--- src/rtl/rps_pkg.sv ---
// Shared move/result codes, FSM state encoding and the move-ordering rule
// for the stone-paper-scissors match controller.
package rps_pkg;

  typedef enum logic [1:0] {
    MV_STONE    = 2'b00,
    MV_PAPER    = 2'b01,
    MV_SCISSORS = 2'b10,
    MV_INVALID  = 2'b11
  } move_e;

  // Match winner reuses the first three codes: 00 draw/none, 01 P1, 10 P2.
  typedef enum logic [1:0] {
    RES_TIE  = 2'b00,
    RES_P1   = 2'b01,
    RES_P2   = 2'b10,
    RES_VOID = 2'b11
  } result_e;

  typedef enum logic [1:0] {
    ST_ROUND = 2'b00,
    ST_EVAL  = 2'b01,
    ST_DONE  = 2'b10
  } state_e;

  // True when valid move a defeats valid move b.
  function automatic logic beats(input move_e a, input move_e b);
    logic win;
    win = 1'b0;
    case (a)
      MV_STONE:    win = (b == MV_SCISSORS);
      MV_PAPER:    win = (b == MV_STONE);
      MV_SCISSORS: win = (b == MV_PAPER);
      default:     win = 1'b0;
    endcase
    return win;
  endfunction

endpackage

--- src/rtl/rps_judge.sv ---
// Combinational round judge: maps two moves to a round result and whether
// the round counts toward the match round total.
module rps_judge
  import rps_pkg::*;
#(
  parameter bit INVALID_FORFEIT = 1'b1
) (
  input  move_e   p1_move,
  input  move_e   p2_move,
  output result_e result,
  output logic    counted
);

  // NOTE: every output gets a default before any branch so no path leaves
  // it unassigned; otherwise synthesis infers a latch.
  always_comb begin
    result  = RES_VOID;
    counted = 1'b0;
    if (p1_move == MV_INVALID && p2_move == MV_INVALID) begin
      result  = RES_VOID;
      counted = 1'b0;
    end else if (p1_move == MV_INVALID) begin
      if (INVALID_FORFEIT) begin
        result  = RES_P2;
        counted = 1'b1;
      end
    end else if (p2_move == MV_INVALID) begin
      if (INVALID_FORFEIT) begin
        result  = RES_P1;
        counted = 1'b1;
      end
    end else if (p1_move == p2_move) begin
      result  = RES_TIE;
      counted = 1'b1;
    end else begin
      result  = beats(p1_move, p2_move) ? RES_P1 : RES_P2;
      counted = 1'b1;
    end
  end

endmodule

--- src/rtl/rps_match_ctrl.sv ---
// First-to-WIN_TARGET stone-paper-scissors match controller with a round cap,
// start edge capture, one-cycle judging and match winner declaration.
module rps_match_ctrl
  import rps_pkg::*;
#(
  parameter int  WIN_TARGET      = 3,
  parameter int  MAX_ROUNDS      = 9,
  parameter bit  INVALID_FORFEIT = 1'b1,
  localparam int SCORE_W         = $clog2(WIN_TARGET + 1),
  localparam int RND_W           = $clog2(MAX_ROUNDS + 1)
) (
  input  logic               clk,
  input  logic               rst_n,
  input  logic               ena,
  input  logic               clear,
  input  logic               start,
  input  logic [1:0]         p1_move,
  input  logic [1:0]         p2_move,
  output logic [1:0]         round_result,
  output logic               result_valid,
  output logic [SCORE_W-1:0] p1_score,
  output logic [SCORE_W-1:0] p2_score,
  output logic [RND_W-1:0]   round_cnt,
  output logic               match_done,
  output logic [1:0]         match_winner,
  output logic               busy
);

  state_e             state_q, state_d;
  logic               start_q, start_d;
  move_e              p1_mv_q, p1_mv_d;
  move_e              p2_mv_q, p2_mv_d;
  result_e            result_q, result_d;
  logic               valid_q, valid_d;
  logic [SCORE_W-1:0] p1_score_q, p1_score_d;
  logic [SCORE_W-1:0] p2_score_q, p2_score_d;
  logic [RND_W-1:0]   rnd_q, rnd_d;
  result_e            winner_q, winner_d;

  result_e            judge_result;
  logic               judge_counted;
  logic               start_edge;

  rps_judge #(
    .INVALID_FORFEIT(INVALID_FORFEIT)
  ) u_judge (
    .p1_move(p1_mv_q),
    .p2_move(p2_mv_q),
    .result (judge_result),
    .counted(judge_counted)
  );

  assign start_edge = start & ~start_q & ena;

  always_comb begin
    logic [SCORE_W-1:0] p1_nxt;
    logic [SCORE_W-1:0] p2_nxt;
    logic [RND_W-1:0]   rnd_nxt;

    state_d    = state_q;
    start_d    = start_q;
    p1_mv_d    = p1_mv_q;
    p2_mv_d    = p2_mv_q;
    result_d   = result_q;
    valid_d    = 1'b0;
    p1_score_d = p1_score_q;
    p2_score_d = p2_score_q;
    rnd_d      = rnd_q;
    winner_d   = winner_q;

    // Scores after applying the judged round; only consumed in EVAL.
    p1_nxt  = p1_score_q;
    p2_nxt  = p2_score_q;
    rnd_nxt = rnd_q;
    if (judge_counted) begin
      rnd_nxt = rnd_q + RND_W'(1);
      if (judge_result == RES_P1) p1_nxt = p1_score_q + SCORE_W'(1);
      if (judge_result == RES_P2) p2_nxt = p2_score_q + SCORE_W'(1);
    end

    if (clear) begin
      start_d    = start;
      state_d    = ST_ROUND;
      result_d   = RES_TIE;
      p1_score_d = '0;
      p2_score_d = '0;
      rnd_d      = '0;
      winner_d   = RES_TIE;
    end else if (ena) begin
      start_d = start;
      case (state_q)
        ST_ROUND: begin
          if (start_edge) begin
            p1_mv_d = move_e'(p1_move);
            p2_mv_d = move_e'(p2_move);
            state_d = ST_EVAL;
          end
        end
        ST_EVAL: begin
          valid_d    = 1'b1;
          result_d   = judge_result;
          p1_score_d = p1_nxt;
          p2_score_d = p2_nxt;
          rnd_d      = rnd_nxt;
          state_d    = ST_ROUND;
          if (p1_nxt == SCORE_W'(WIN_TARGET) || p2_nxt == SCORE_W'(WIN_TARGET) ||
              rnd_nxt == RND_W'(MAX_ROUNDS)) begin
            state_d = ST_DONE;
            // A player at target wins outright; otherwise this is the round cap.
            if (p1_nxt == SCORE_W'(WIN_TARGET))      winner_d = RES_P1;
            else if (p2_nxt == SCORE_W'(WIN_TARGET)) winner_d = RES_P2;
            else if (p1_nxt > p2_nxt)                winner_d = RES_P1;
            else if (p2_nxt > p1_nxt)                winner_d = RES_P2;
            else                                     winner_d = RES_TIE;
          end
        end
        ST_DONE: begin
          if (start_edge) begin
            state_d    = ST_ROUND;
            result_d   = RES_TIE;
            p1_score_d = '0;
            p2_score_d = '0;
            rnd_d      = '0;
            winner_d   = RES_TIE;
          end
        end
        default: state_d = ST_ROUND;
      endcase
    end
  end

  // NOTE: state registers use non-blocking assignments so every flop samples
  // its pre-edge value regardless of statement order.
  always_ff @(posedge clk or negedge rst_n) begin
    if (!rst_n) begin
      state_q    <= ST_ROUND;
      start_q    <= 1'b0;
      p1_mv_q    <= MV_STONE;
      p2_mv_q    <= MV_STONE;
      result_q   <= RES_TIE;
      valid_q    <= 1'b0;
      p1_score_q <= '0;
      p2_score_q <= '0;
      rnd_q      <= '0;
      winner_q   <= RES_TIE;
    end else begin
      state_q    <= state_d;
      start_q    <= start_d;
      p1_mv_q    <= p1_mv_d;
      p2_mv_q    <= p2_mv_d;
      result_q   <= result_d;
      valid_q    <= valid_d;
      p1_score_q <= p1_score_d;
      p2_score_q <= p2_score_d;
      rnd_q      <= rnd_d;
      winner_q   <= winner_d;
    end
  end

  assign round_result = result_q;
  assign result_valid = valid_q;
  assign p1_score     = p1_score_q;
  assign p2_score     = p2_score_q;
  assign round_cnt    = rnd_q;
  assign match_done   = (state_q == ST_DONE);
  assign match_winner = winner_q;
  assign busy         = (state_q == ST_EVAL);

endmodule

--- config.mk ---
export PLATFORM = sky130hd
export DESIGN_NAME = rps_match_ctrl
export DESIGN_NICKNAME = d
export VERILOG_FILES = /design/src/rtl/rps_pkg.sv /design/src/rtl/rps_judge.sv /design/src/rtl/rps_match_ctrl.sv
export SDC_FILE = /design/constraint.sdc
export NUM_CORES = 1
export LEC_CHECK = 0
export CORE_MARGIN = 8
export CORE_UTILIZATION = 45
export DETAILED_ROUTE_END_ITERATION = 8
export GPL_TIMING_DRIVEN = 0
export PLACE_DENSITY = 0.71
export SLEW_MARGIN = 20
export SYNTH_ARGS = -nofsm -noshare
export SYNTH_HDL_FRONTEND = slang
export SYNTH_SLANG_ARGS = --single-unit
--- constraint.sdc ---
create_clock -name clk -period 2.6 [get_ports clk]
set_input_delay 0.52 -clock clk [delete_from_list [all_inputs] [get_ports clk]]
set_output_delay 0.52 -clock clk [all_outputs]
set_load 0.01 [all_outputs]
* Word-level counts from Yosys, hierarchy flattened
Cells that the tools add are included.
Cells by class: add/subtract/negate cells 3, order comparisons 2, equality and inequality tests 17, muxes and demuxes 47, bitwise operators 4, reduce and logical (&&, ||, !) cells 12
Operator list (count):
- two-way mux 2 bit | 27
- == test 2 bit, second input constant | 8
- two-way mux 4 bit | 4
- one-hot mux 2 bit (2 select lines) | 4
- two-way mux 1 bit | 9
- == test 2 x 1 -> 1 bit, second input constant | 4
- one-hot mux 4 bit (2 select lines) | 1
- AND reduction 4 bit | 2
- zero test 2 bit | 3
- != test 3 x 2 -> 1 bit, second input constant | 2
- one-hot mux 2 bit (3 select lines) | 1
- AND reduction 3 bit | 2
- adder 2 x 1 -> 2 bit, second input constant | 2
- adder 4 x 1 -> 4 bit, second input constant | 1
- == test 4 bit, second input constant | 1
- > comparator 2 bit | 2
- != test 3 bit, second input constant | 1
- one-hot mux 1 bit (3 select lines) | 1
- nonzero test 3 bit | 1
- bitwise AND 1 bit | 2
- == test 2 bit | 1
- logical OR 1 bit | 2
- NOT 1 bit | 2
- nonzero test 2 bit | 1
- logical AND 1 bit | 1
Word-level totals: flip-flop bits (word level) 20, output and inout bits 15

* Longest topological paths before layout
Gate-level depths: netlist (run 1).
word-level depth 23, depth in mapped cells 10, gate-level depth less buffers 9

* By module
Synthesis (run 1) repeated with hierarchy kept, for this count alone.
Unflattened totals: cell total of the unflattened synthesis 110, area, all modules 1117.3 µm²
By module, submodules not included:
- rps_match_ctrl | times used 1, cells each 100, area an instance 1052.3 µm²
- rps_judge | times used 1, cells each 10, area an instance 65.1 µm²

* Worst setup path before layout (run 1)
Ideal clock, no wire load.
path kind register to register, start register p1_mv_q[1], end register winner_q[1], in the netlist match_winner[1], arrival time 2.168 ns, setup slack 0.311 ns, cell stages (with the launch flop) 11, path buffers 1, period minus slack after synthesis 2.289 ns, cell sequence dfrtp_1 -> buf_6 -> or4b_4 -> o221a_4 -> nor2b_1 -> xnor2_1 -> ha_1 -> a21oi_1 -> a21o_1 -> a21oi_1 -> a22o_1
Between the ends: cells in the longest elaborated chain, start to end 23, elaborated cells on any way between the ends 40, classes of those cells order compare (2); eq/ne (10); mux (23); reduce/logical (5)
Ends and longest elaborated chain:
- start, declared | line rps_match_ctrl.sv:31 | move_e p1_mv_q, p1_mv_d;
- start signal, assigned | line rps_match_ctrl.sv:149 | p1_mv_q <= p1_mv_d;
- == test 2 bit (tied with other cells) | line rps_pkg.sv:30 | case (a)
- one-hot mux 1 bit (3 select lines) | line rps_pkg.sv:30
- two-way mux 1 bit | line rps_judge.sv:32 | end else if (p1_move == p2_move) begin
- two-way mux 1 bit | line rps_judge.sv:27 | end else if (p2_move == MV_INVALID) begin
- two-way mux 1 bit | line rps_judge.sv:22 | end else if (p1_move == MV_INVALID) begin
- two-way mux 1 bit | line rps_judge.sv:19 | if (p1_move == MV_INVALID && p2_move == MV_INVALID) begin
- two-way mux 2 bit | line rps_judge.sv:36 | result = beats(p1_move, p2_move) ? RES_P1 : RES_P2;
- two-way mux 2 bit | line rps_judge.sv:32
- [... 7 more ...]
- two-way mux 2 bit | line rps_match_ctrl.sv:113 | else if (p2_nxt > p1_nxt) winner_d = RES_P2;
- two-way mux 2 bit | line rps_match_ctrl.sv:112 | else if (p1_nxt > p2_nxt) winner_d = RES_P1;
- two-way mux 2 bit | line rps_match_ctrl.sv:111 | else if (p2_nxt == SCORE_W'(WIN_TARGET)) winner_d = RES_P2;
- two-way mux 2 bit | line rps_match_ctrl.sv:110 | if (p1_nxt == SCORE_W'(WIN_TARGET)) winner_d = RES_P1;
- two-way mux 2 bit | line rps_match_ctrl.sv:106 | if (p1_nxt == SCORE_W'(WIN_TARGET) || p2_nxt == SCORE_W'(WIN_TARGET) ||
- one-hot mux 2 bit (2 select lines) | line rps_match_ctrl.sv:91 | case (state_q)
- two-way mux 2 bit | line rps_match_ctrl.sv:89 | end else if (ena) begin
- two-way mux 2 bit | line rps_match_ctrl.sv:81 | if (clear) begin
- end signal, assigned | line rps_match_ctrl.sv:156 | winner_q <= winner_d;
- end, declared | line rps_match_ctrl.sv:38 | result_e winner_q, winner_d;
Several ways; a longest one is shown, not always the timed one. The select of a mux whose other input is x is not followed. A chain may end at the register's enable or synchronous reset.

* Worst setup path after layout (run 1)
Same ends and word-level chain as after synthesis.

==> metrics.yaml, run 1 <==
final_cell_mix: "clkdlybuf4s50_1, dfrtp_1, o21ai_0"
clock_latency_ns: 0.31
dp_hpwl_um: 1990
clk_pin_slew_ns: 0.12
post-route-period-util_pct: 91.9
worst_slew_pin_slew_ns: 0.882
intPower_uw: 564
rows: 19
crit_path_top_delay_cell: "or4b_4"
crit_type: "reg2reg"
die_x_um: 68.5
max-cap-violations: 0
cp-end-kind: "flop"
combPwrFrac_pct: 35.6
rsz0062_at_grt: "no"
max-vdd-ir-drop_v: 0.000323
slew_violations: 0
final_common_cell: "clkdlybuf4s50_1"
seq_area_um2: 500
layout_setup_ws_ns: 0.210
start_kind: "flop"
swShare_pct: 31.1
num_antenna_cells: 0
critical_path_arrival_ns: 2.60
status: "complete, no violations"
cp_num_buf_inv: 1
p_total_uw: 819
power_frac_seq_pct: 41.7
cts_resized: 0
grt_antenna_before_repair: 0
slew_headroom_pct: 41.0
grt_max_degree: 21
die_h_um: 68.5
area_growth_pct: 24.6
critical_path_required_ns: 2.81
via_count: 1042
p_leak_uw: 0.000654
h-tree-depth: 1
synth.avg_cell_area_um2: 9.76
syn_nets: 139
dr.pass1.iters: 4
fin_util_pct: 57.5
via_per_inst: 5.63
ctsHoldBuffers: 0
postRouteAntennaNets: 0
cts_tree: "done"
globalRouteTotalUtil_pct: 12.3
nFillCells: 259
drcViolationCount: 0
dieArea_um2: 4690
yosysSeqAreaShare_pct: 40.4
yosysWarnings: 0
crit_top_cell: "a21oi_1"
hold_viol: 0
num_io_pins: 24
syn_inst: 127
pwr-share-clk_pct: 22.8
crit_family: "simple AND/OR/NAND/NOR gates"
layout-drive-gt1-share_pct: 13.0
synth_top_flop_cell: "dfrtp_1"
numCtsBuffers: 3
synth_edf_count: 0
start_util_pct: 46.2
switchingPower_uw: 255
finalWirelength_um: 2600
powerDensity_nw_per_um2: 530
cts_root_buffer: "clkbuf_4"
max_freq_mhz: 418
tns_ns: 0
slowest_delay_ns: 0.53
period_needed_ns: 2.39
path_cells: "buf_6 > or4b_4 > o221a_4 > nor2b_1 > xnor2_1 > ha_1 > a21oi_1 > a21o_1 > a21oi_1 > a22o_1"
multi_input_area_um2: 691
initialDrtViolationCount: 27
fin_skew_ns: 0.00667
grt-ovfl-total: 0
pre_cts_slack_ns: 0.201
worst-path-max-fanout: 10
synthArstFlopShare_pct: 100
cts_sinks: 20
core_um2: 2690
portBuffers: 23
ys_types: 40
syn-cell-area_um2: 1240
grt_pass1_wl_um: 4440
drt-wirelength-per-cell_um: 14.0
nets: 167
clock_path_buffers: 2
place_congestion: 0.762
ys_seq_elements: 20
first_global_vias: 1006
min_path_type: "reg2reg"
setup-violations-final: 0
cts_setup_buffers: 0
[power groups by stage]
stage	sequential, uW	combinational, uW	clock (uW)
floorplan	348	230	0
global placement	347	287	0
detailed placement	347	296	0
CTS	341	297	195
global route	343	326	207
finish	341	291	186
[final timing paths]
path | startpoint | end | slack [ns] | depth (start not counted)
worst max-delay path | p1_mv_q[1] | match_winner[1] | 0.21 | 10
worst min-delay path | round_result[1] | round_result[1] | 0.49 | 2
worst max register to register | p1_mv_q[1] | match_winner[1] | 0.21 | 10
worst min register to register | round_result[1] | round_result[1] | 0.49 | 2
max in group asynchronous | rst_n | p1_mv_q[1] | 1.36 | 1
min in group asynchronous | rst_n | p2_score[1] | 0.70 | 1
[cells by family after synthesis]
logic type	share of synthesized area, %
compound gates	19.9
xor+xnor	3.53
fa+ha+maj	3.03
buf+inv	3.93
flops	40.4
mux	9.08
simple gates	20.2
[cell usage after synthesis (all sizes together) (2+ instances only)]
library cell,n,area [um^2]
dfrtp,20,500
o21ai,14,70.1
nand2,10,37.5
mux2,7,82.6
nor2b,7,43.8
a21oi,5,25.0
nor2,5,18.8
and2,4,25.0
buf,4,26.3
nand2b,4,25.0
nand3,4,20.0
xnor2,4,35.0
a31oi,3,18.8
ha,3,37.5
inv,3,11.3
mux2i,3,30.0
o31ai,3,22.5
a21o,2,15.0
a22o,2,17.5
clkbuf,2,7.51
nand4,2,12.5
[worst register-to-register path: stages (launching register included)]
cell and delay (ns):
dfrtp_1 0.39, buf_6 0.14, or4b_4 0.53, o221a_4 0.16, nor2b_1 0.15, xnor2_1 0.15
ha_1 0.27, a21oi_1 0.17, a21o_1 0.10, a21oi_1 0.06, a22o_1 0.18
[flip-flops by register name (all words and copies together), names as in the netlist]
name          count
match_winner      2
p1_mv_q           2
p1_score          2
p2_mv_q           2
p2_score          2
result_valid      1
round_cnt         4
round_result      2
start_q           1
state_q           2
[layer usage]
layer	vias to the layer above	GRT usage (%)	part of all wire [%]
met5	-	0	0
met4	0	5.37	1.6
met3	5	3.55	7.5
met2	25	20.6	46
met1	496	14.4	45
li1	516	-	-
[layout make-up]
cell class | instances | share of cell area (%)
multi-input cells | 97 | 44.7
flip-flops and latches | 20 | 32.4
repair buffers | 23 | 14.9
well taps | 31 | 2.51
clock buffers | 4 | 2.35
plain buffers | 6 | 2.19
inverters | 4 | 0.972
[metrics by stage]
step | instances | hold slack [ns] | instance area [um^2]
detailed placement | 181 | 0.473 | 1510
CTS | 185 | 0.501 | 1550
floorplan | 127 | 0.224 | 1240
global route | 185 | 0.530 | 1550
global placement | 181 | 0.472 | 1510
finish | 185 | 0.493 | 1550
Note: power is estimated with default switching activity, not from simulation.
==> run 2, diff against run 1 <==
Settings changed: GPL_TIMING_DRIVEN 0 to unset.
==> run 2 against run 1 <==
  * Critical path depth decreased by 1
  * Sequential cell count unchanged
  * Critical path type unchanged
  * Via count decreased by 2.3%
  * Sequential power increased by 10%
  * Maximum frequency decreased by 0.65%
  * Sequential share of layout area increased by 0.079 points
  * Final cell count decreased by 1.1%
  * Total power decreased by 0.66%
  * Clock-buffer cell count unchanged
  * Non-clock buffer count decreased by 2
  * Hold slack improved by 0.014 ns
  * First-iteration DRC count increased by 67%
==> metrics.yaml, run 2 (synthesized netlist as in run 1, its figures left out) <==
num_io_pins: 24
postRouteAntennaNets: 0
place_congestion: 0.798
cp-end-kind: "flop"
dp.cells: 179
numCtsBuffers: 3
start_kind: "flop"
final_cell_area_um2: 1540
slew_violations: 0
rsz0062_at_grt: "no"
placed_area_um2: 1510
cts_sinks: 20
globalRouteTotalUtil_pct: 12.5
final_cell_mix: "clkdlybuf4s50_1, dfrtp_1, o21ai_0"
clock_path_buffers: 2
largest_reg_flops: 4
post-route-period-util_pct: 92.5
period_needed_ns: 2.41
max_freq_mhz: 416
grt_antenna_before_repair: 0
cts_setup_buffers: 0
nets: 165
worst-path-max-fanout: 10
max-vdd-ir-drop_v: 0.000352
use_met3_pct: 3.72
die_x_um: 68.5
dr.pass1.iters: 4
critPathLaunch: "p1_mv_q[0]"
fin_skew_ns: 0.0147
drcViolationCount: 0
rows: 19
nFillCells: 244
setup-violations-final: 0
r2r_start: "p1_mv_q[0]"
area_growth_pct: 24.3
first_global_vias: 967
critical_path_arrival_ns: 2.62
status: "complete, no violations"
layout-drive-gt1-share_pct: 13.2
clock_latency_ns: 0.31
h-tree-depth: 1
finalWirelength_um: 2760
p_total_uw: 813
die_h_um: 68.5
grt_max_degree: 21
start_util_pct: 46.2
max-cap-violations: 0
cts_root_buffer: "clkbuf_4"
initialDrtViolationCount: 45
via_per_inst: 5.56
final_cell_count_no_fill: 183
met1_usage_pct: 15.4
use_met2_pct: 20.7
dp_hpwl_um: 2080
fin_util_pct: 57.4
portBuffers: 23
hold_viol: 0
cts_resized: 0
cts_tree: "done"
core_um2: 2690
num_antenna_cells: 0
p_leak_uw: 0.000652
worst_slew_pin_slew_ns: 0.440
grt-ovfl-total: 0
hp-start: "round_result[1]"
via_count: 1018
grt_pass1_wl_um: 4550
powerDensity_nw_per_um2: 528
critical_path_required_ns: 2.81
clk_pin_slew_ns: 0.13
ctsHoldBuffers: 0
dieArea_um2: 4690
final_common_cell: "clkdlybuf4s50_1"
crit_type: "reg2reg"
min_path_type: "reg2reg"
busiest_layer: "met2"
drt-wirelength-per-cell_um: 15.1
slew_headroom_pct: 70.6
tns_ns: 0
[run 2: cell types whose count changed in the layout (fill, tap and decap cells not counted), sizes merged]
cell / delta
clkbuf: -2
[run 2: through the flow]
stage	worst slack, ns	hold slack [ns]
floorplan	0.311	0.224
global placement	0.282	0.467
detailed placement	0.175	0.491
CTS	0.176	0.517
global route	0.00156	0.540
finish	0.194	0.507
[run 2: layout make-up]
cell class                 count  area, um^2  share of cell area (%)
clock buffer                   4        36.3                    2.35
inverter                       4        15.0                   0.974
multi-input combinational     97         691                    44.8
sequential                    20         500                    32.5
tap                           31        38.8                    2.52
timing repair buffer          27         260                    16.9
[run 2: critical path: stages, from the launching register on]
cell and delay [ns]:
dfrtp_1 0.55, or4b_4 0.50, o221a_4 0.16, nor2b_1 0.14, xnor2_1 0.15, ha_1 0.27, a21oi_1 0.19, a21o_1 0.12
a21oi_1 0.06, a22o_1 0.17
[run 2: power breakdown]
group,switching (uW),leakage (uW),internal (uW),total [uW]
sequential,44.4,0.000269,332,376
clock,101,0.0000210,85.4,187
combinational,113,0.000363,138,251
total,258,0.000652,555,813
[run 2: path summary, 6_finish.rpt]
check                                   to  slack, ns  cells after the start
hold reg to reg            round_result[1]       0.51                      2
min in group asynchronous     round_cnt[3]       0.54                      2
setup / recovery           match_winner[1]       0.19                      9
max in group asynchronous       p2_mv_q[1]       1.83                      2
setup reg to reg           match_winner[1]       0.19                      9
hold / removal             round_result[1]       0.51                      2
[run 2: metal layers]
| metal | vias up | share of wire, % |
|---|---|---|
| met5 | - | 0 |
| met4 | 0 | 0 |
| met3 | 0 | 7.0 |
| met2 | 20 | 46 |
| met1 | 487 | 47 |
| li1 | 511 | - |
==> run 3, diff against run 2 <==
Settings changed: CELL_PAD_IN_SITES_DETAIL_PLACEMENT set to 1, CELL_PAD_IN_SITES_GLOBAL_PLACEMENT set to 2, CORE_UTILIZATION 45 to 31, PLACE_DENSITY 0.71 to unset, PLACE_DENSITY_LB_ADDON set to 0.1.
==> run 3 against run 2 <==
  * Die area increased by 34%
  * Sequential cell count unchanged
  * Critical path depth stayed put
==> metrics.yaml, run 3 (synthesized netlist as in run 1, its figures left out) <==
final_cell_area_um2: 1580
crit_top_cell: "a21oi_1"
grt_pass1_wl_um: 5480
clock_path_buffers: 2
area_growth_pct: 27.7
crit_path_top_delay_cell: "or4b_4"
cts_sinks: 20
cts_resized: 0
slew_headroom_pct: 73.8
swShare_pct: 31.0
critPathLaunch: "p1_mv_q[1]"
timing.hold.ws_ns: 0.487
cts_root_buffer: "clkbuf_8"
final_cell_mix: "clkdlybuf4s50_1, dfrtp_1, o21ai_0"
drt-wirelength-per-cell_um: 15.9
h-tree-depth: 1
start_util_pct: 31.7
clock_latency_ns: 0.26
slowest_delay_ns: 0.58
postRouteAntennaNets: 0
clk_pin_slew_ns: 0.08
grt_max_degree: 21
critical_path_arrival_ns: 2.60
drcViolationCount: 0
num_antenna_cells: 0
max-vdd-ir-drop_v: 0.000261
final_common_cell: "clkdlybuf4s50_1"
placed_area_um2: 1530
dp_hpwl_um: 2380
reg2regPathDepth: 9
critical_path_required_ns: 2.75
dr.pass1.iters: 2
fin_skew_ns: 0.00617
setup-violations-final: 0
nFillCells: 467
cp_num_buf_inv: 0
intPower_uw: 601
layout_setup_ws_ns: 0.149
cp-end-kind: "flop"
hold_viol: 0
nets: 165
rsz0062_at_grt: "no"
rows: 23
grt_antenna_before_repair: 0
pwr-share-clk_pct: 28.0
core_um2: 3910
tns_ns: 0
cts_setup_buffers: 0
initialDrtViolationCount: 70
period_needed_ns: 2.45
first_global_vias: 1154
path_cells: "or4b_4 > o221a_4 > nor2b_1 > xnor2_1 > ha_1 > a21oi_1 > a21o_1 > a21oi_1 > a22o_1"
via_per_inst: 5.10
p_total_uw: 870
die_x_um: 79.2
numCtsBuffers: 3
slew_violations: 0
reg2reg_slack_ns: 0.15
combPwrFrac_pct: 28.2
layout-drive-gt1-share_pct: 13.2
ctsHoldBuffers: 0
min_path_type: "reg2reg"
worst-path-max-fanout: 10
worst_slew_pin_slew_ns: 0.392
portBuffers: 23
timing.rr.end: "match_winner[1]"
cp-endpoint: "match_winner[1]"
crit_type: "reg2reg"
p_leak_uw: 0.000660
power_frac_seq_pct: 43.8
worst_hold_path.num_cells: 2
largest_reg_flops: 4
via_count: 1030
die_h_um: 79.2
crit_family: "simple AND/OR/NAND/NOR gates"
powerDensity_nw_per_um2: 549
finalWirelength_um: 3200
start_kind: "flop"
status: "complete, no violations"
grt-ovfl-total: 0
cp.depth: 9
max_freq_mhz: 408
num_io_pins: 24
r2r_start: "p1_mv_q[1]"
switchingPower_uw: 269
dieArea_um2: 6280
globalRouteTotalUtil_pct: 11.1
cts_tree: "done"
max-cap-violations: 0
post-route-period-util_pct: 94.3
place_congestion: 0.748
pre_cts_slack_ns: 0.167
[run 3: cell count changes in the layout (fill, tap and decap cells not counted)]
cell,delta
clkbuf_4,-3
clkbuf_8,+3
[run 3: per-layer routing]
metal | wire, um | global-route usage [%] | part of all wire (%) | vias to the layer above
met3 | 142 | 2.93 | 4.4 | 4
li1 | - | - | - | 506
met1 | 1520 | 13.6 | 47 | 501
met5 | 0 | 0 | 0 | -
met4 | 51 | 5.00 | 1.6 | 0
met2 | 1490 | 17.7 | 47 | 19
[run 3: power groups by stage]
stage                     Sequential [uW]  Clock, uW  Combinational [uW]
after floorplan                       348          0                 230
after global placement                383          0                 241
after detailed placement              387          0                 248
after CTS                             381        257                 248
after global routing                  389        272                 279
final                                 381        244                 245
[run 3: how the worst min path moves through the flow]
| stage | start | slack [ns] | end |
|---|---|---|---|
| floorplan | rst_n | 0.22 | match_winner[0] |
| global placement | round_result[1] | 0.47 | round_result[1] |
| detailed placement | round_result[1] | 0.48 | round_result[1] |
| CTS | round_result[1] | 0.50 | round_result[1] |
| global route | match_winner[0] | 0.53 | match_winner[0] |
| finish | round_result[1] | 0.49 | round_result[1] |
[run 3: layout make-up]
| type | instances | area [um^2] | share of cell area, % |
|---|---|---|---|
| clock buffers | 4 | 55.1 | 3.48 |
| multi-input cells | 97 | 691 | 43.6 |
| well taps | 50 | 62.6 | 3.95 |
| repair buffers | 27 | 260 | 16.4 |
| flip-flops and latches | 20 | 500 | 31.6 |
| inverters | 4 | 15.0 | 0.948 |
[run 3: worst reg2reg max path: stages (launching register included)]
cell and delay [ns]:
dfrtp_1 0.50, or4b_4 0.58, o221a_4 0.16, nor2b_1 0.14
xnor2_1 0.16, ha_1 0.27, a21oi_1 0.18, a21o_1 0.11
a21oi_1 0.06, a22o_1 0.18
[run 3: metrics by stage]
step / instances / utilization (%)
6_report: 202 / 40.5
2_1_floorplan: 127 / -
5_1_grt: 202 / 40.5
3_5_place_dp: 198 / 39.1
4_1_cts: 202 / 40.5
3_3_place_gp: 198 / 39.1
==> variant 1, RTL diff (flow settings as in run 1) <==
Change the parameter `MAX_ROUNDS` from 9 to 10.
--- a/src/rtl/rps_match_ctrl.sv
+++ b/src/rtl/rps_match_ctrl.sv
@@ -6,3 +6,3 @@
   parameter int  WIN_TARGET      = 3,
-  parameter int  MAX_ROUNDS      = 9,
+  parameter int  MAX_ROUNDS      = 10,
   parameter bit  INVALID_FORFEIT = 1'b1,
Function: no difference found for any inputs over 10 cycles, from zero or initial values and one cycle with rst_n low; that may be too few to reach the edited logic, so the function may still have changed.
==> variant 1 against run 1 <==
  * Combinational power up 2%
  * Utilization up 2.2 points
  * Total power grew 0.74%
  * Die area down 1.3%
  * Setup slack got worse by 0.12 ns
  * Critical path depth decreased by 2
  * Highest routed layer unchanged
  * Critical path type unchanged
  * Sequential cell count unchanged
  * Area after synthesis decreased by 1.7%
  * Largest power group unchanged
  * Cell area is 2.8% higher
  * Wire length increased by 8.8%
  * Clock skew decreased by 0.0038 ns
==> variant 1: results (changes against run 1) <==
worst-case headroom to the max-slew limit 39.53% (-1.5 points); clock buffers created by TritonCTS 3 (unchanged); static leakage 0.6900 nW (+5.5%); drt drc 0 (unchanged); TritonRoute pass-1 iters 5 (+1); Global Route Usage Sum 13.35% (+1.0 points); average size of a mapped cell 10.33 um^2 (+5.8%); violation count after the first detailed-route iteration 48 (+78%); antenna violations before repair 0 (unchanged); pre-CTS WS 0.04785 ns (-0.1535 ns); status finished, final reports clean; final routed wire length divided by cell count 15.88 um (+13%); post-detailed-routing wire length 2826 um (+8.8%); max reg flops 4 (unchanged); Arr. time, crit path 2.70 ns (+0.10 ns); maximum fanout along the worst path 6 (-4); detailed placement HPWL 2095 um (+5.4%); via count of the first global-routing pass 1013 (+0.70%); slowest stage delay, CP 0.56 ns (+0.03 ns); Post-Place Cell Area 0.001488 mm^2 (-1.4%); layout net count 160 (-4.2%); top cells by area, synth sky130_fd_sc_hd__dfrtp_1 41%, sky130_fd_sc_hd__mux2_2 6.5%, sky130_fd_sc_hd__o21ai_0 3.7%; number of vias per cell 5.674 (+0.74%); instance count after placement with tap cells included 172 (-5.0%); fraction of final layout cells with drive strength greater than 1 17.69% (+4.7 points); placer's final routability congestion estimate 0.7546 (-0.97%); Synth Net Count 130 (-6.5%); distinct cell type count of the synthesized netlist 39 (-2.5%); register clock-pin slew on the reported worst setup and hold paths 0.11 ns; first-pass GRT wire length 4761 um (+7.2%); proportion of synthesized chip area in sequential cells 41.07% (+0.70 points); list of most frequent post-synthesis cells 20 x sky130_fd_sc_hd__dfrtp_1, 10 x sky130_fd_sc_hd__nand2_1, 9 x sky130_fd_sc_hd__o21ai_0, 7 x sky130_fd_sc_hd__mux2_2, 7 x sky130_fd_sc_hd__nor2b_1; Final Skew 0.002918 ns (-0.003750 ns); Async S/R FF share, synth 100.0% (unchanged); VDD IR max 457.0 uV (+42%)
## variant 1: report_power, final
group	switching (mW)	leakage, nW	internal [mW]
logic	0.145	0.401	0.151
clock network	0.0959	0.0210	0.0853
registers	0.0156	0.269	0.332
total	0.256	0.690	0.568
## variant 1: final timing paths
path                                 start              end  slack (ns)  depth (start not counted)
max                             p1_mv_q[1]  match_winner[1]        0.09                          8
min                        match_winner[1]  match_winner[1]        0.51                          1
max reg2reg                     p1_mv_q[1]  match_winner[1]        0.09                          8
min reg2reg                match_winner[1]  match_winner[1]        0.51                          1
max in group asynchronous            rst_n  match_winner[1]        1.33                          1
min in group asynchronous            rst_n     round_cnt[2]        0.72                          1
## variant 1: cell type report
| cell class | count | area, um^2 |
|---|---|---|
| Buffer | 4 | 25.02 |
| Tap cell | 31 | 38.79 |
| Multi-Input combinational cell | 92 | 735.7 |
| Timing Repair Buffer | 25 | 245.2 |
| Fill cell | 241 | 1074 |
| Inverter | 2 | 7.507 |
| Clock buffer | 4 | 36.28 |
| Sequential cell | 20 | 500.5 |
## variant 1: cell families (layout without fill, tap and decap cells)
group,count (synthesis),after routing,share of synthesized area (%)
fa+ha+maj,3,3,3.080
flops,20,20,41.07
compound gates,31,31,19.92
buf+inv,6,35,2.053
mux,11,11,10.16
simple gates,42,42,20.12
xor+xnor,5,5,3.594
## variant 1: per-layer routing
metal  wire length, um  vias to the layer above  global-route usage, %
li1                  -                      507                      -
met1              1252                      483                  16.12
met2              1405                       18                  22.39
met3               145                        2                  2.946
met4                23                        0                  5.627
met5                 0                        -                      0
## variant 1: repair_timing
item / in CTS / in global routing
hold endpoints to repair: 0 / 0
resized for setup: 0 / 12
setup endpoints to repair: 0 / 2
buffers inserted: 0 / 2
==> variant 2, RTL diff (settings of run 1) <==
Without the edit above. Put a register stage on the outputs `match_done` and `busy`, cleared by the reset. The values now appear one clock later. The other outputs are not delayed to match.
--- a/src/rtl/rps_match_ctrl.sv
+++ b/src/rtl/rps_match_ctrl.sv
@@ -164,5 +164,12 @@
   assign round_cnt    = rnd_q;
-  assign match_done   = (state_q == ST_DONE);
   assign match_winner = winner_q;
-  assign busy         = (state_q == ST_EVAL);
+  always_ff @(posedge clk or negedge rst_n) begin
+    if (!rst_n) begin
+      match_done <= '0;
+      busy       <= '0;
+    end else begin
+      match_done <= (state_q == ST_DONE);
+      busy       <= (state_q == ST_EVAL);
+    end
+  end
 
Formal check against the unedited RTL: not equivalent (a bounded check fails within 4 cycles, from zero or initial values and one cycle with rst_n low).
==> variant 2 against run 1 <==
  * Sequential cell count is 2 higher
  * Total power grew 15%
  * Synthesized cell count did not move
  * Area after synthesis increased by 2.9%
  * Sequential share of layout area up 1.9 points
  * Fmax fell by 0.28%
  * Setup slack worse by 0.0067 ns
  * Wire length up 1.8%
  * Cell area grew 3.8%
  * Critical path type unchanged
  * Largest power group unchanged
==> variant 2: results (changes against run 1) <==
share of final layout cell area taken by non-clock buffers 17.16% (+0.076 points); CTS Sinks 22 (+10%); distinct cell type count of the synthesized netlist 48 (+20%); Arr. time, crit path 2.59 ns (about the same); Final Skew 0.002668 ns (-0.004001 ns); count of buffers not belonging to the clock network in the layout 30 (+3.4%); Filler Cells Inserted 249 (-3.9%); Global Route Usage Sum 11.23% (-1.1 points); slowest stage delay, CP 0.48 ns (-0.05 ns); violation count after the first detailed-route iteration 57 (+110%); Least-Margin Pin Slew 0.4831 ns (-0.3991 ns); list of most frequent post-synthesis cells 22 x sky130_fd_sc_hd__dfrtp_1, 11 x sky130_fd_sc_hd__o21ai_0, 10 x sky130_fd_sc_hd__nand2_1, 7 x sky130_fd_sc_hd__inv_1, 7 x sky130_fd_sc_hd__nor2_1; number of multi-input combinational cells 92 (-5.2%); detailed placement HPWL 1978 um (-0.43%); cell family with most CP delay compound AO/OA/AOI/OAI gates; total via count in the routed design 1022 (-1.9%); clock tree buffer count of the final layout 3 (-1); area taken by flip-flops and latches 550.5 um^2 (+10%); top cells by area, synth sky130_fd_sc_hd__dfrtp_1 43%, sky130_fd_sc_hd__mux2_2 4.4%, sky130_fd_sc_hd__o21ai_0 4.3%; layout net count 168 (+0.60%); final routed wire length divided by cell count 14.22 um (+1.2%); Clock buf/inv share 3.276% (+0.93 points); highest clock frequency the design can meet 0.4172 GHz (-0.28%); fraction of final layout cells with drive strength greater than 1 16.77% (+3.8 points); origin of the critical flop-to-flop path p2_mv_q[0]; status finished, final reports clean; pre-CTS WS 0.2162 ns (+0.01483 ns); placer's final routability congestion estimate 0.8266 (+8.5%); Post-Place Cell Area 0.001545 mm^2 (+2.4%); static leakage 0.7209 nW (+10%); largest net degree at the start of global routing 23 (+9.5%); VDD IR max 325.1 uV (+0.80%); combined area of the multi-input logic cells 660.6 um^2 (-4.3%); proportion of synthesized chip area in sequential cells 43.14% (+2.8 points); post-detailed-routing wire length 2644 um (+1.8%); path type of the worst min-delay path in2async
variant 2: changes by cell type after synthesis, sizes merged, moves of 3 or more:
cell   delta
a21oi     +3
nor2b     -4
xnor2     -3
and2      -3
inv       +4
variant 2: cell families after synthesis:
family | after synthesis | synth area share (%)
flops | 22 | 43.14
buf+inv | 13 | 5.392
simple gates | 40 | 18.43
fa+ha+maj | 3 | 2.941
xor+xnor | 4 | 3.334
compound gates | 38 | 20.69
mux | 7 | 6.078
variant 2: per-layer routing:
layer | part of all wire [%] | routed length (um) | up-vias | GRT usage, %
met1 | 46 | 1220 | 482 | 13.03
met5 | 0 | 0 | - | 0
met3 | 5.0 | 132 | 4 | 2.718
met2 | 47 | 1251 | 27 | 18.85
li1 | - | - | 509 | -
met4 | 1.4 | 38 | 0 | 5.239
variant 2: report_power, final:
group	total, mW	leakage, nW	switching (mW)	internal, mW
combinational	0.298	0.397	0.155	0.144
sequential	0.377	0.296	0.0130	0.363
clock	0.268	0.0279	0.112	0.156
variant 2: how the worst min path moves through the flow:
| stage | cells past startpoint | slack (ns) | start | endpoint |
|---|---|---|---|---|
| 5_1_grt | 1 | 0.17 | rst_n | result_valid |
| 4_1_cts | 1 | 0.51 | round_result[1] | round_result[1] |
| 3_5_place_dp | 1 | 0.47 | round_result[1] | round_result[1] |
| 2_1_floorplan | 0 | 0.22 | rst_n | busy |
| 3_3_place_gp | 1 | 0.46 | round_result[1] | round_result[1] |
| 6_report | 1 | 0.14 | rst_n | result_valid |
variant 2: timing repair:
action                                  CTS  global route
resized for setup                         0             1
buffers inserted                          0             1
endpoints found under the setup margin    0             1
